`config.mk`:
```
export PLATFORM = sky130hd
export DESIGN_NAME = timer_sequencer_flat
export DESIGN_NICKNAME = d
export VERILOG_FILES = /design/src/rtl/timer_sequencer_if.sv /design/src/rtl/timer_sequencer.sv /design/src/flat_wrapper.sv
export SDC_FILE = /design/constraint.sdc
export NUM_CORES = 1
export LEC_CHECK = 0
export ABC_AREA = 1
export CAP_MARGIN = 20
export CORE_MARGIN = 4
export CORE_UTILIZATION = 50
export CTS_BUF_LIST = sky130_fd_sc_hd__clkbuf_4 sky130_fd_sc_hd__clkbuf_8
export DETAILED_ROUTE_END_ITERATION = 12
export GPL_ROUTABILITY_DRIVEN = 0
export PLACE_DENSITY_LB_ADDON = 0.3
export SETUP_SLACK_MARGIN = 0.2
export SYNTH_ARGS = -nofsm -noshare
export SYNTH_HDL_FRONTEND = slang
export SYNTH_SLANG_ARGS = --single-unit
```
`constraint.sdc`:
```
create_clock -name clk -period 1.8 [get_ports clk]
set_input_delay 0.45 -clock clk [delete_from_list [all_inputs] [get_ports clk]]
set_output_delay 0.45 -clock clk [all_outputs]
set_load 0.01 [all_outputs]
```
`src/rtl/timer_sequencer_if.sv`:
```
// timer_sequencer_if: game events, timer feedback and timer/display controls of the sequencer
interface timer_sequencer_if;
    logic [1:0] level;
    logic       game_start;
    logic       first_click;
    logic       pause_req;
    logic       game_won;
    logic       game_lost;
    logic [7:0] timer_seconds;
    logic       timer_elapsed;
    logic       tmr_rst;
    logic       tmr_start;
    logic       tmr_stop;
    logic [7:0] sec_to_count;
    logic       time_over;
    logic       warn;
    logic [7:0] used_sec;
    logic       running;
    modport slave (
        input  level, game_start, first_click, pause_req, game_won, game_lost,
               timer_seconds, timer_elapsed,
        output tmr_rst, tmr_start, tmr_stop, sec_to_count, time_over, warn, used_sec, running
    );
    modport master (
        output level, game_start, first_click, pause_req, game_won, game_lost,
               timer_seconds, timer_elapsed,
        input  tmr_rst, tmr_start, tmr_stop, sec_to_count, time_over, warn, used_sec, running
    );
endinterface

```
`src/rtl/timer_sequencer.sv`:
```
// timer_sequencer: per-game sequencing of the countdown timer, timeout detection and elapsed-time reporting
module timer_sequencer #(
    parameter logic [7:0] SEC_EASY   = 8'd180,
    parameter logic [7:0] SEC_MEDIUM = 8'd120,
    parameter logic [7:0] SEC_HARD   = 8'd60,
    parameter logic [7:0] WARN_SEC   = 8'd10,
    parameter int         ARM_CYCLES = 3
) (
    input logic              clk,
    input logic              rst,
    timer_sequencer_if.slave bus
);
    localparam int CW = (ARM_CYCLES > 2) ? $clog2(ARM_CYCLES) : 1;
    typedef enum logic [2:0] {IDLE, ARM, READY, RUN, PAUSED, FINISHED, TIMEOUT} state_t;
    state_t          state_q, state_d;
    logic [CW-1:0]   cnt_q, cnt_d;
    logic [7:0]      sec_q, sec_d;
    logic [7:0]      used_q, used_d;
    logic            post_q;
    logic            tmr_rst_q, tmr_rst_d;
    logic            tmr_start_q, tmr_start_d;
    logic            tmr_stop_q, tmr_stop_d;
    logic            time_over_q, time_over_d;
    logic            warn_q, warn_d;
    logic            running_q, running_d;
    logic            ended;
    logic [7:0]      budget, consumed;
    assign ended    = bus.game_won | bus.game_lost;
    assign budget   = (bus.level == 2'b00) ? SEC_EASY : (bus.level == 2'b01) ? SEC_MEDIUM : SEC_HARD;
    assign consumed = (bus.timer_seconds > sec_q) ? 8'd0 : sec_q - bus.timer_seconds;
    // next state, latched budget/used time and the registered control outputs
    always_comb begin
        state_d   = state_q;
        cnt_d     = cnt_q;
        sec_d     = sec_q;
        used_d    = used_q;
        tmr_rst_d = post_q;
        if (bus.game_start) begin
            state_d   = ARM;
            cnt_d     = CW'(ARM_CYCLES - 1);
            sec_d     = budget;
            used_d    = 8'd0;
            tmr_rst_d = 1'b1;
        end else begin
            case (state_q)
                IDLE:     state_d = IDLE;
                ARM: begin
                    state_d = (cnt_q == '0) ? READY : ARM;
                    cnt_d   = (cnt_q == '0) ? cnt_q : cnt_q - 1'b1;
                end
                READY: begin
                    state_d = ended ? FINISHED : bus.first_click ? RUN : READY;
                    used_d  = ended ? 8'd0 : used_q;
                end
                RUN: begin
                    state_d = ended ? FINISHED : bus.timer_elapsed ? TIMEOUT : bus.pause_req ? PAUSED : RUN;
                    used_d  = ended ? consumed : bus.timer_elapsed ? sec_q : used_q;
                end
                PAUSED: begin
                    state_d = ended ? FINISHED : bus.pause_req ? PAUSED : RUN;
                    used_d  = ended ? consumed : used_q;
                end
                FINISHED: state_d = FINISHED;
                TIMEOUT:  state_d = TIMEOUT;
                default:  state_d = IDLE;
            endcase
        end
        tmr_start_d = (state_d == RUN) || (state_d == PAUSED);
        tmr_stop_d  = (state_d == PAUSED) || (state_d == FINISHED);
        time_over_d = (state_d == TIMEOUT);
        running_d   = (state_d == RUN);
        warn_d      = tmr_start_d && (bus.timer_seconds != 8'd0) && (bus.timer_seconds <= WARN_SEC);
    end
    // state and output registers; tmr_rst stays high through reset and one cycle beyond
    always_ff @(posedge clk) begin
        if (rst) begin
            state_q     <= IDLE;
            cnt_q       <= '0;
            sec_q       <= SEC_EASY;
            used_q      <= 8'd0;
            post_q      <= 1'b1;
            tmr_rst_q   <= 1'b1;
            tmr_start_q <= 1'b0;
            tmr_stop_q  <= 1'b0;
            time_over_q <= 1'b0;
            warn_q      <= 1'b0;
            running_q   <= 1'b0;
        end else begin
            state_q     <= state_d;
            cnt_q       <= cnt_d;
            sec_q       <= sec_d;
            used_q      <= used_d;
            post_q      <= 1'b0;
            tmr_rst_q   <= tmr_rst_d;
            tmr_start_q <= tmr_start_d;
            tmr_stop_q  <= tmr_stop_d;
            time_over_q <= time_over_d;
            warn_q      <= warn_d;
            running_q   <= running_d;
        end
    end
    assign bus.tmr_rst      = tmr_rst_q;
    assign bus.tmr_start    = tmr_start_q;
    assign bus.tmr_stop     = tmr_stop_q;
    assign bus.sec_to_count = sec_q;
    assign bus.time_over    = time_over_q;
    assign bus.warn         = warn_q;
    assign bus.used_sec     = used_q;
    assign bus.running      = running_q;
endmodule

```
`src/flat_wrapper.sv`:
```
// flat-port wrapper written by rule: the top's interface ports become plain ports
module timer_sequencer_flat 
#(
    parameter logic [7:0] SEC_EASY   = 8'd180,
    parameter logic [7:0] SEC_MEDIUM = 8'd120,
    parameter logic [7:0] SEC_HARD   = 8'd60,
    parameter logic [7:0] WARN_SEC   = 8'd10,
    parameter int         ARM_CYCLES = 3
)
  (clk, rst, bus_level, bus_game_start, bus_first_click, bus_pause_req, bus_game_won, bus_game_lost, bus_timer_seconds, bus_timer_elapsed, bus_tmr_rst, bus_tmr_start, bus_tmr_stop, bus_sec_to_count, bus_time_over, bus_warn, bus_used_sec, bus_running);
  timer_sequencer_if bus_i ();
  input logic clk;
  input logic rst;
  input wire logic [$bits(bus_i.level)-1:0] bus_level;
  input wire logic [$bits(bus_i.game_start)-1:0] bus_game_start;
  input wire logic [$bits(bus_i.first_click)-1:0] bus_first_click;
  input wire logic [$bits(bus_i.pause_req)-1:0] bus_pause_req;
  input wire logic [$bits(bus_i.game_won)-1:0] bus_game_won;
  input wire logic [$bits(bus_i.game_lost)-1:0] bus_game_lost;
  input wire logic [$bits(bus_i.timer_seconds)-1:0] bus_timer_seconds;
  input wire logic [$bits(bus_i.timer_elapsed)-1:0] bus_timer_elapsed;
  output wire logic [$bits(bus_i.tmr_rst)-1:0] bus_tmr_rst;
  output wire logic [$bits(bus_i.tmr_start)-1:0] bus_tmr_start;
  output wire logic [$bits(bus_i.tmr_stop)-1:0] bus_tmr_stop;
  output wire logic [$bits(bus_i.sec_to_count)-1:0] bus_sec_to_count;
  output wire logic [$bits(bus_i.time_over)-1:0] bus_time_over;
  output wire logic [$bits(bus_i.warn)-1:0] bus_warn;
  output wire logic [$bits(bus_i.used_sec)-1:0] bus_used_sec;
  output wire logic [$bits(bus_i.running)-1:0] bus_running;
  assign bus_i.level = bus_level;
  assign bus_i.game_start = bus_game_start;
  assign bus_i.first_click = bus_first_click;
  assign bus_i.pause_req = bus_pause_req;
  assign bus_i.game_won = bus_game_won;
  assign bus_i.game_lost = bus_game_lost;
  assign bus_i.timer_seconds = bus_timer_seconds;
  assign bus_i.timer_elapsed = bus_timer_elapsed;
  assign bus_tmr_rst = bus_i.tmr_rst;
  assign bus_tmr_start = bus_i.tmr_start;
  assign bus_tmr_stop = bus_i.tmr_stop;
  assign bus_sec_to_count = bus_i.sec_to_count;
  assign bus_time_over = bus_i.time_over;
  assign bus_warn = bus_i.warn;
  assign bus_used_sec = bus_i.used_sec;
  assign bus_running = bus_i.running;
  timer_sequencer #(.SEC_EASY(SEC_EASY), .SEC_MEDIUM(SEC_MEDIUM), .SEC_HARD(SEC_HARD), .WARN_SEC(WARN_SEC), .ARM_CYCLES(ARM_CYCLES)) u_core (.clk(clk), .rst(rst), .bus(bus_i));
endmodule
```
==> results of run 1 <==
[cell usage in the layout, fill, tap and decap left out, types with 4 or more instances in the layout]
master | netlist | layout
a21oi_1 | 14 | 11
buf_4 | 5 | 31
clkdlybuf4s50_1 | 0 | 9
conb_1 | 2 | 4
dfxtp_1 | 24 | 19
dfxtp_4 | 0 | 5
dlygate4sd2_1 | 0 | 23
ha_4 | 0 | 4
inv_1 | 29 | 24
inv_2 | 2 | 7
nand2_1 | 63 | 58
nand2_2 | 4 | 9
nand3_1 | 13 | 11
nand4_1 | 4 | 4
nor2_1 | 24 | 19
nor2_2 | 3 | 8
o21ai_0 | 8 | 6
[final timing paths]
path                                        start                  to  cells past startpoint
worst min register to register      u_core.post_q  u_core.bus.tmr_rst                      1
worst max register to register  u_core.state_q[0]     u_core.bus.warn                      6
worst max-delay path                bus_pause_req   u_core.state_q[0]                      9
worst min-delay path                u_core.post_q  u_core.bus.tmr_rst                      1
[stage by stage]
| step | hold WS (ns) | cell area (µm²) | std cells | setup TNS, ns |
|---|---|---|---|---|
| floorplan | 0.393 | 1540 | 230 | 0 |
| global placement | 0.425 | 2070 | 317 | -2.26 |
| detailed placement | 0.426 | 2070 | 317 | -2.50 |
| CTS | 0.458 | 2150 | 321 | 0 |
| global route | 0.463 | 2230 | 325 | 0 |
| finish | 0.463 | 2230 | 325 | 0 |
[area by class of cell]
cell class,instances,area [µm²]
Fill cell,208,596
Sequential cell,24,499
Tap cell,31,38.8
Clock buffer,4,36.3
Timing Repair Buffer,68,578
Multi-Input combinational cell,165,955
Inverter,33,126
[cells by family (layout without fill, tap and decap cells)]
logic type / count (synthesis) / after routing
flops: 24 / 24
other cells: 2 / 4
fa+ha+maj: 6 / 6
xor+xnor: 4 / 4
simple gates: 122 / 122
compound gates: 29 / 29
buf+inv: 41 / 105
[what timing repair did]
action | in CTS | in global routing
hold buffers | 0 | 0
gates cloned | 0 | 1
setup buffers | 0 | 3
pin swaps | 7 | 9
setup endpoints to repair | 26 | 15
gates resized for setup | 46 | 20
[flip-flops by register name (all words and copies together), names as in the netlist]
| signal | flops |
|---|---|
| u_core.bus.warn | 1 |
| u_core.bus.running | 1 |
| u_core.state_q | 3 |
| u_core.cnt_q | 2 |
| u_core.post_q | 1 |
| u_core.bus.tmr_start | 1 |
| u_core.bus.time_over | 1 |
| u_core.bus.used_sec | 8 |
| u_core.bus.tmr_rst | 1 |
| u_core.bus.tmr_stop | 1 |
| u_core.bus.sec_to_count | 4 |
[synth_stat cells (all sizes together)]
cell type	instances	share of area, %
nand4	5	2.5
o31ai	3	1.5
nand3	15	6.1
nand3b	2	0.99
or2	1	0.41
xor2	1	0.58
clkinv	1	0.25
a21o	1	0.49
conb	2	0.49
a21oi	14	4.6
o21a	1	0.49
a211oi	1	0.49
nand2	67	17
ha	6	4.9
dfxtp	24	32
xnor2	3	1.7
a22oi	1	0.49
nor4	1	0.41
nor2	28	7.9
o21ai	8	2.6
nor3	3	1.3
inv	32	8.1
buf	8	4.7
[routing by layer]
metal  up-vias  share of wire (%)  GRT usage (%)  routed length (µm)
met2        82                 48           36.5                2050
met3        13                7.0           5.68                 300
li1        854                  -              -                   -
met4         0                2.6           8.82                 111
met1       744                 43           25.5                1850
met5         -                  0              0                   0
[power groups by stage]
stage / sequential (mW) / clock, mW / combinational, mW
5_1_grt: 0.567 / 0.309 / 0.391
2_1_floorplan: 0.575 / 0 / 0.169
3_3_place_gp: 0.576 / 0 / 0.313
3_5_place_dp: 0.576 / 0 / 0.320
4_1_cts: 0.566 / 0.287 / 0.330
6_report: 0.564 / 0.284 / 0.357
==> flow_summary.yaml, run 1 <==
status:
  status: "finished clean"
cells_and_area:
  diodes: 0
  nets: 319
  drive_above_1_share_pct: 28.9
  postLayoutCoreUtil_pct: 78.9
  flow.area_growth_from_synthesis_pct: 47.2
critical_path:
  cp-end-kind: "register"
  worstPathCellList: "clkdlybuf4s50_1 -> buf_4 -> nand3_1 -> nand2_1 -> nand2_2 -> nor3_2 -> buf_4 -> buf_4 -> nor2_1"
  cp_top_family: "buffers and inverters"
  crit_type: "primary input to register"
  arrival_ns: 1.79
  crit_slowest_cell: "clkdlybuf4s50_1"
  worst-r2r-setup-slack_ns: 0.30
  path_max_fanout: 2
  crit_buf_inv: 4
  cp.required_ns: 2.03
  crit_top_cell: "buf_4"
  cp-start-kind: "primary input"
  cpPeakStageDelay_ns: 0.48
detailed_routing:
  vias: 1693
  drtPass1Iterations: 4
  totalWireLength_um: 4320
  drc: 0
  ant_nets: 0
  viasPerCell: 5.21
  drt_iter0_drc: 103
  wl_per_cell_um: 13.3
synth:
  syn-instance-count: 228
  synth_fa_ha_area_share_pct: 4.95
  ys_seq_elements: 24
  avgSynthCellArea_um2: 6.66
  synth_compound_area_share_pct: 10.7
  yosys_warnings: 0
  synth_area_um2: 1520
  muxShareOfSynthArea_pct: 0
  synth_cell_types: 33
  synth_top_family_by_area: "simple AND/OR/NAND/NOR gates"
  synthSimpleGateAreaFrac_pct: 36.9
  ys_seq_area_share_pct: 31.7
  synthXorXnorAreaFrac_pct: 2.31
timing:
  fin_skew_ns: 0.00565
  period_share_pct: 86.7
  rsz0062_at_grt: "true"
  setup_violations: 0
  fmax_mhz: 641
  layout_setup_ws_ns: 0.239
  maxSlewViolCount: 0
  timing.final.hold_violations: 0
  fin_crit_ns: 1.56
clocking:
  cts_sinks: 24
  cts_tree: "built"
  clk_latency_ns: 0.31
  clock_path_buffers: 2
  htree_num_levels: 1
  cts_root_buffer: "clkbuf_4"
  cts_buffers: 3
  clk_pin_slew_ns: 0.13
die:
  boundaryPins: 40
  start_util_pct: 53.6
  die_area_um2: 3980
  fp.dieW_um: 63.1
  rows: 19
  fp.coreArea_um2: 2830
  fp.dieH_um: 63.1
power:
  comb_power_share_pct: 29.6
  leakage_nw: 1.16
  peakVddDrop_v: 0.000495
  powerDensity_nw_per_um2: 539
  internal_power_uw: 844
  clockPowerShare_pct: 23.6
  p_switching_uw: 360
  power_mw: 1.20
  p_sw_share_pct: 29.9
  p_seq_share_pct: 46.8
grt:
  grt_pass1_wl_um: 6910
  antenna_found_initial: 0
  first_global_vias: 1599
  grt_start_max_net_pins: 14
  track_usage_pct: 21.5
  grt-ovfl-total: 0
worst_hold_path:
  hp-class: "register to register"
placement:
  hpwl_um: 3110
  pre_cts_ws_ns: -0.331
  io_buffers: 35
run:
  drv_cap: 0
Note: power is estimated with default switching activity, not from simulation.
==> run 2: changes to the inputs <==
--- a/config.mk
+++ b/config.mk
@@ -8,10 +8,11 @@
 export ABC_AREA = 1
 export CAP_MARGIN = 20
 export CORE_MARGIN = 4
-export CORE_UTILIZATION = 50
+export CORE_UTILIZATION = 35
 export CTS_BUF_LIST = sky130_fd_sc_hd__clkbuf_4 sky130_fd_sc_hd__clkbuf_8
 export DETAILED_ROUTE_END_ITERATION = 12
 export GPL_ROUTABILITY_DRIVEN = 0
+export MAX_ROUTING_LAYER = met4
 export PLACE_DENSITY_LB_ADDON = 0.3
 export SETUP_SLACK_MARGIN = 0.2
 export SYNTH_ARGS = -nofsm -noshare
==> run 2 against run 1 <==
  * Flip-flop and latch count stayed put
  * Global-route usage is 5.1 points lower
  * Die area is 37% higher
  * Final cell count is 7.1% higher
  * Critical endpoint is now bus_time_over
  * Largest power group unchanged
==> flow_summary.yaml, run 2 (synthesis results as in run 1) <==
status:
  status: "finished clean"
detailed_routing:
  vias: 1659
  wl_per_cell_um: 12.2
  ant_nets: 0
  drtPass1Iterations: 5
  totalWireLength_um: 4250
  viasPerCell: 4.77
  drc: 0
  drt_iter0_drc: 123
timing:
  setup_violations: 0
  timing.final.hold_violations: 0
  rsz0062_at_grt: "true"
  period_share_pct: 86.5
  maxSlewViolCount: 0
  fmax_mhz: 642
  fin_crit_ns: 1.56
  fin_skew_ns: 0.00522
critical_path:
  cp-end-kind: "primary output"
  reg2reg_from: "u_core.bus.sec_to_count[3]"
  cp.required_ns: 1.35
  crit_buf_inv: 1
  arrival_ns: 1.11
  path_max_fanout: 1
  cpPeakStageDelay_ns: 0.52
  crit_type: "register to primary output"
  ff2ff_path_depth: 10
  cp-start-kind: "register"
  regToRegEndpoint: "u_core.bus.used_sec[4]"
  worst-r2r-setup-slack_ns: 0.30
  cp_top_family: "buffers and inverters"
  worstPathCellList: "clkdlybuf4s50_1"
  crit_slowest_cell: "clkdlybuf4s50_1"
die:
  fp.coreArea_um2: 4090
  start_util_pct: 37.1
  rows: 23
  boundaryPins: 40
  fp.dieH_um: 73.9
  fp.dieW_um: 73.9
  die_area_um2: 5450
clocking:
  cts_tree: "built"
  clk_pin_slew_ns: 0.08
  holdBufCountCts: 0
  cts_root_buffer: "clkbuf_8"
  cts_buffers: 3
  htree_num_levels: 1
  clock_path_buffers: 2
  clk_latency_ns: 0.26
  cts_sinks: 24
power:
  power_mw: 1.31
  p_seq_share_pct: 43.5
  powerDensity_nw_per_um2: 551
  comb_power_share_pct: 29.1
  clockPowerShare_pct: 27.4
  peakVddDrop_v: 0.000342
  leakage_nw: 1.23
  p_sw_share_pct: 28.7
  p_switching_uw: 376
  internal_power_uw: 932
placement:
  hpwl_um: 3290
  io_buffers: 35
  place_inst: 341
grt:
  grt_start_max_net_pins: 14
  antenna_found_initial: 0
  first_global_vias: 1574
  track_usage_pct: 16.4
  grt-ovfl-total: 0
  grt_pass1_wl_um: 6920
cells_and_area:
  final_common_cell: "nand2_1"
  nets: 323
  drive_above_1_share_pct: 32.6
  fin_cells: 348
  largest_reg_flops: 8
  diodes: 0
  flow.area_growth_from_synthesis_pct: 56.5
  final_cell_mix: "nand2_1, buf_4, inv_1"
  postLayoutCoreUtil_pct: 58.1
worst_hold_path:
  hold_path_end: "u_core.bus.tmr_rst"
  hp-class: "register to register"
  min-delay-start: "u_core.post_q"
  whs_path_depth: 1
run:
  drv_cap: 0
==> run 2: layout make-up <==
type,count,area [µm²]
tap,50,62.6
fill,391,1710
clock buffer,4,55.1
inverter,33,126
multi-input combinational,165,1000
timing repair buffer,72,634
sequential,24,492
==> run 2: repair_timing <==
item,CTS,global route
pin swaps,16,14
resized for setup,54,28
cloned,1,0
setup buffers,2,0
setup endpoints to repair,19,18
==> run 2: worst max-delay path by stage <==
stage / startpoint / to / slack, ns / cells after the start
2_1_floorplan: bus_timer_seconds[2] / u_core.bus.used_sec[6] / 0.21 / 10
3_3_place_gp: bus_timer_seconds[3] / u_core.bus.used_sec[2] / -0.31 / 11
6_report: u_core.bus.time_over / bus_time_over / 0.24 / 1
3_5_place_dp: bus_timer_seconds[3] / u_core.bus.used_sec[2] / -0.34 / 11
4_1_cts: u_core.state_q[2] / u_core.bus.used_sec[3] / 0.20 / 9
5_1_grt: bus_game_won / u_core.bus.time_over / 0.16 / 11
==> run 2: metrics by stage <==
step	cell area [µm²]	setup slack [ns]	hold slack, ns	setup TNS, ns
2_1_floorplan	1540	0.213	0.393	0
3_3_place_gp	2130	-0.310	0.397	-2.38
3_5_place_dp	2130	-0.345	0.406	-2.87
4_1_cts	2300	0.200	0.425	0
5_1_grt	2370	0.157	0.447	0
6_report	2370	0.243	0.419	0
==> run 2: per-layer routing <==
layer	routed length [µm]	global-route usage, %
met1	1950	21.2
met2	2040	28.0
met3	227	1.64
met4	27	2.62
met5	0	-
==> run 2: power groups by stage <==
| stage | clock (mW) | sequential [mW] | combinational [mW] |
|---|---|---|---|
| floorplan | 0 | 0.575 | 0.169 |
| global placement | 0 | 0.576 | 0.325 |
| detailed placement | 0 | 0.577 | 0.327 |
| CTS | 0.364 | 0.568 | 0.352 |
| global route | 0.388 | 0.570 | 0.417 |
| finish | 0.359 | 0.568 | 0.380 |
==> run 3: changes to the inputs <==
--- a/config.mk
+++ b/config.mk
@@ -8,7 +8,7 @@
 export ABC_AREA = 1
 export CAP_MARGIN = 20
 export CORE_MARGIN = 4
-export CORE_UTILIZATION = 35
+export CORE_UTILIZATION = 40
 export CTS_BUF_LIST = sky130_fd_sc_hd__clkbuf_4 sky130_fd_sc_hd__clkbuf_8
 export DETAILED_ROUTE_END_ITERATION = 12
 export GPL_ROUTABILITY_DRIVEN = 0
==> run 3 against run 2 <==
  * Die area decreased by 11%
  * Sequential power about the same
  * Largest power group unchanged
  * Count of clock-buffer cells in the layout decreased by 1
  * Core utilization increased by 6.3 points
==> flow_summary.yaml, run 3 (synthesis results as in run 1) <==
placement:
  hpwl_um: 3040
  io_buffers: 35
  place_area_um2: 2140
  pre_cts_ws_ns: -0.372
  place_inst: 338
timing:
  maxSlewViolCount: 0
  timing.final.hold_violations: 0
  period_share_pct: 87.5
  layout_setup_ws_ns: 0.224
  rsz0062_at_grt: "true"
  fin_crit_ns: 1.58
  fmax_mhz: 635
  setup_violations: 0
  fin_skew_ns: 0.00662
die:
  start_util_pct: 41.5
  fp.dieH_um: 69.6
  fp.coreArea_um2: 3660
  rows: 22
  fp.dieW_um: 69.6
  die_area_um2: 4840
  boundaryPins: 40
detailed_routing:
  vias: 1615
  wl_per_cell_um: 11.5
  viasPerCell: 4.72
  ant_nets: 0
  drt_iter0_drc: 74
  drtPass1Iterations: 4
  drc: 0
  totalWireLength_um: 3920
critical_path:
  cpPeakStageDelay_ns: 0.54
  arrival_ns: 1.13
  crit_buf_inv: 1
  cp-end-kind: "primary output"
  cp-start-kind: "register"
  worstPathCellList: "clkdlybuf4s50_1"
  cp.required_ns: 1.35
  path_max_fanout: 2
  crit_slowest_cell: "clkdlybuf4s50_1"
  cp_top_family: "buffers and inverters"
  crit_type: "register to primary output"
clocking:
  cts_buffers: 3
  cts_root_buffer: "clkbuf_8"
  cts_sinks: 24
  cts_tree: "built"
  clk_pin_slew_ns: 0.07
  clock_path_buffers: 2
  clk_latency_ns: 0.26
  htree_num_levels: 1
  holdBufCountCts: 0
grt:
  grt_pass1_wl_um: 6230
  grt-ovfl-total: 0
  grt_start_max_net_pins: 13
  antenna_found_initial: 0
  track_usage_pct: 16.0
  first_global_vias: 1402
worst_hold_path:
  hp-class: "register to register"
cells_and_area:
  largest_reg_flops: 8
  drive_above_1_share_pct: 31.3
  postLayoutCoreUtil_pct: 64.5
  fin_cells: 342
  fillCellCount: 313
  fin_area_um2: 2360
  nets: 320
  diodes: 0
  final_common_cell: "nand2_1"
  final_cell_mix: "nand2_1, buf_4, inv_1"
  flow.area_growth_from_synthesis_pct: 55.5
run:
  drv_cap: 0
power:
  peakVddDrop_v: 0.000370
  power_mw: 1.25
  powerDensity_nw_per_um2: 532
  leakage_nw: 1.18
status:
  status: "finished clean"
run 3: cell types whose count changed in the layout (fill, tap and decap cells not counted), sizes merged:
cell	before	now
clkdlybuf4s50	11	16
dlymetal6s2s	7	3
buf	37	34
dlygate4sd2	15	13
clkinv	0	1
inv	33	32
run 3: final cells by class:
cell class	instances	area, µm²	area share, %
well taps	48	60.1	2.55
multi-input cells	165	1030	43.6
clock buffers	3	41.3	1.75
repair buffers	69	609	25.8
flip-flops and latches	24	493	20.9
inverters	33	126	5.36
run 3: final timing paths:
kind                              start                      to  slack [ns]  depth (start not counted)
max              u_core.bus.used_sec[4]         bus_used_sec[4]        0.22                          1
min              u_core.bus.used_sec[4]  u_core.bus.used_sec[4]        0.46                          2
max reg2reg  u_core.bus.sec_to_count[7]  u_core.bus.used_sec[7]        0.33                          8
min reg2reg      u_core.bus.used_sec[4]  u_core.bus.used_sec[4]        0.46                          2
run 3: what timing repair did:
item	in CTS	in global routing
buffers inserted	0	0
gates resized for setup	47	30
pin swaps	13	9
setup endpoints to repair	21	17
cloned	1	0
run 3: metrics by stage:
stage                     hold slack, ns  setup TNS [ns]
after global placement             0.427           -2.33
final                              0.464               0
after global routing               0.473               0
after floorplan                    0.393               0
after CTS                          0.457               0
after detailed placement           0.429           -2.92
run 3: power breakdown:
part	leakage (nW)	switching [mW]	internal, mW	total, mW
logic	0.958	0.190	0.189	0.379
clock network	0.0216	0.158	0.150	0.307
registers	0.197	0.0217	0.546	0.568
run 3: routing by layer:
| metal | vias to the layer above | track usage [%] | part of all wire, % |
|---|---|---|---|
| li1 | 855 | - | - |
| met5 | - | - | 0 |
| met1 | 711 | 21.5 | 49 |
| met2 | 43 | 24.4 | 45 |
| met4 | 0 | 5.64 | 1.5 |
| met3 | 6 | 2.46 | 4.2 |
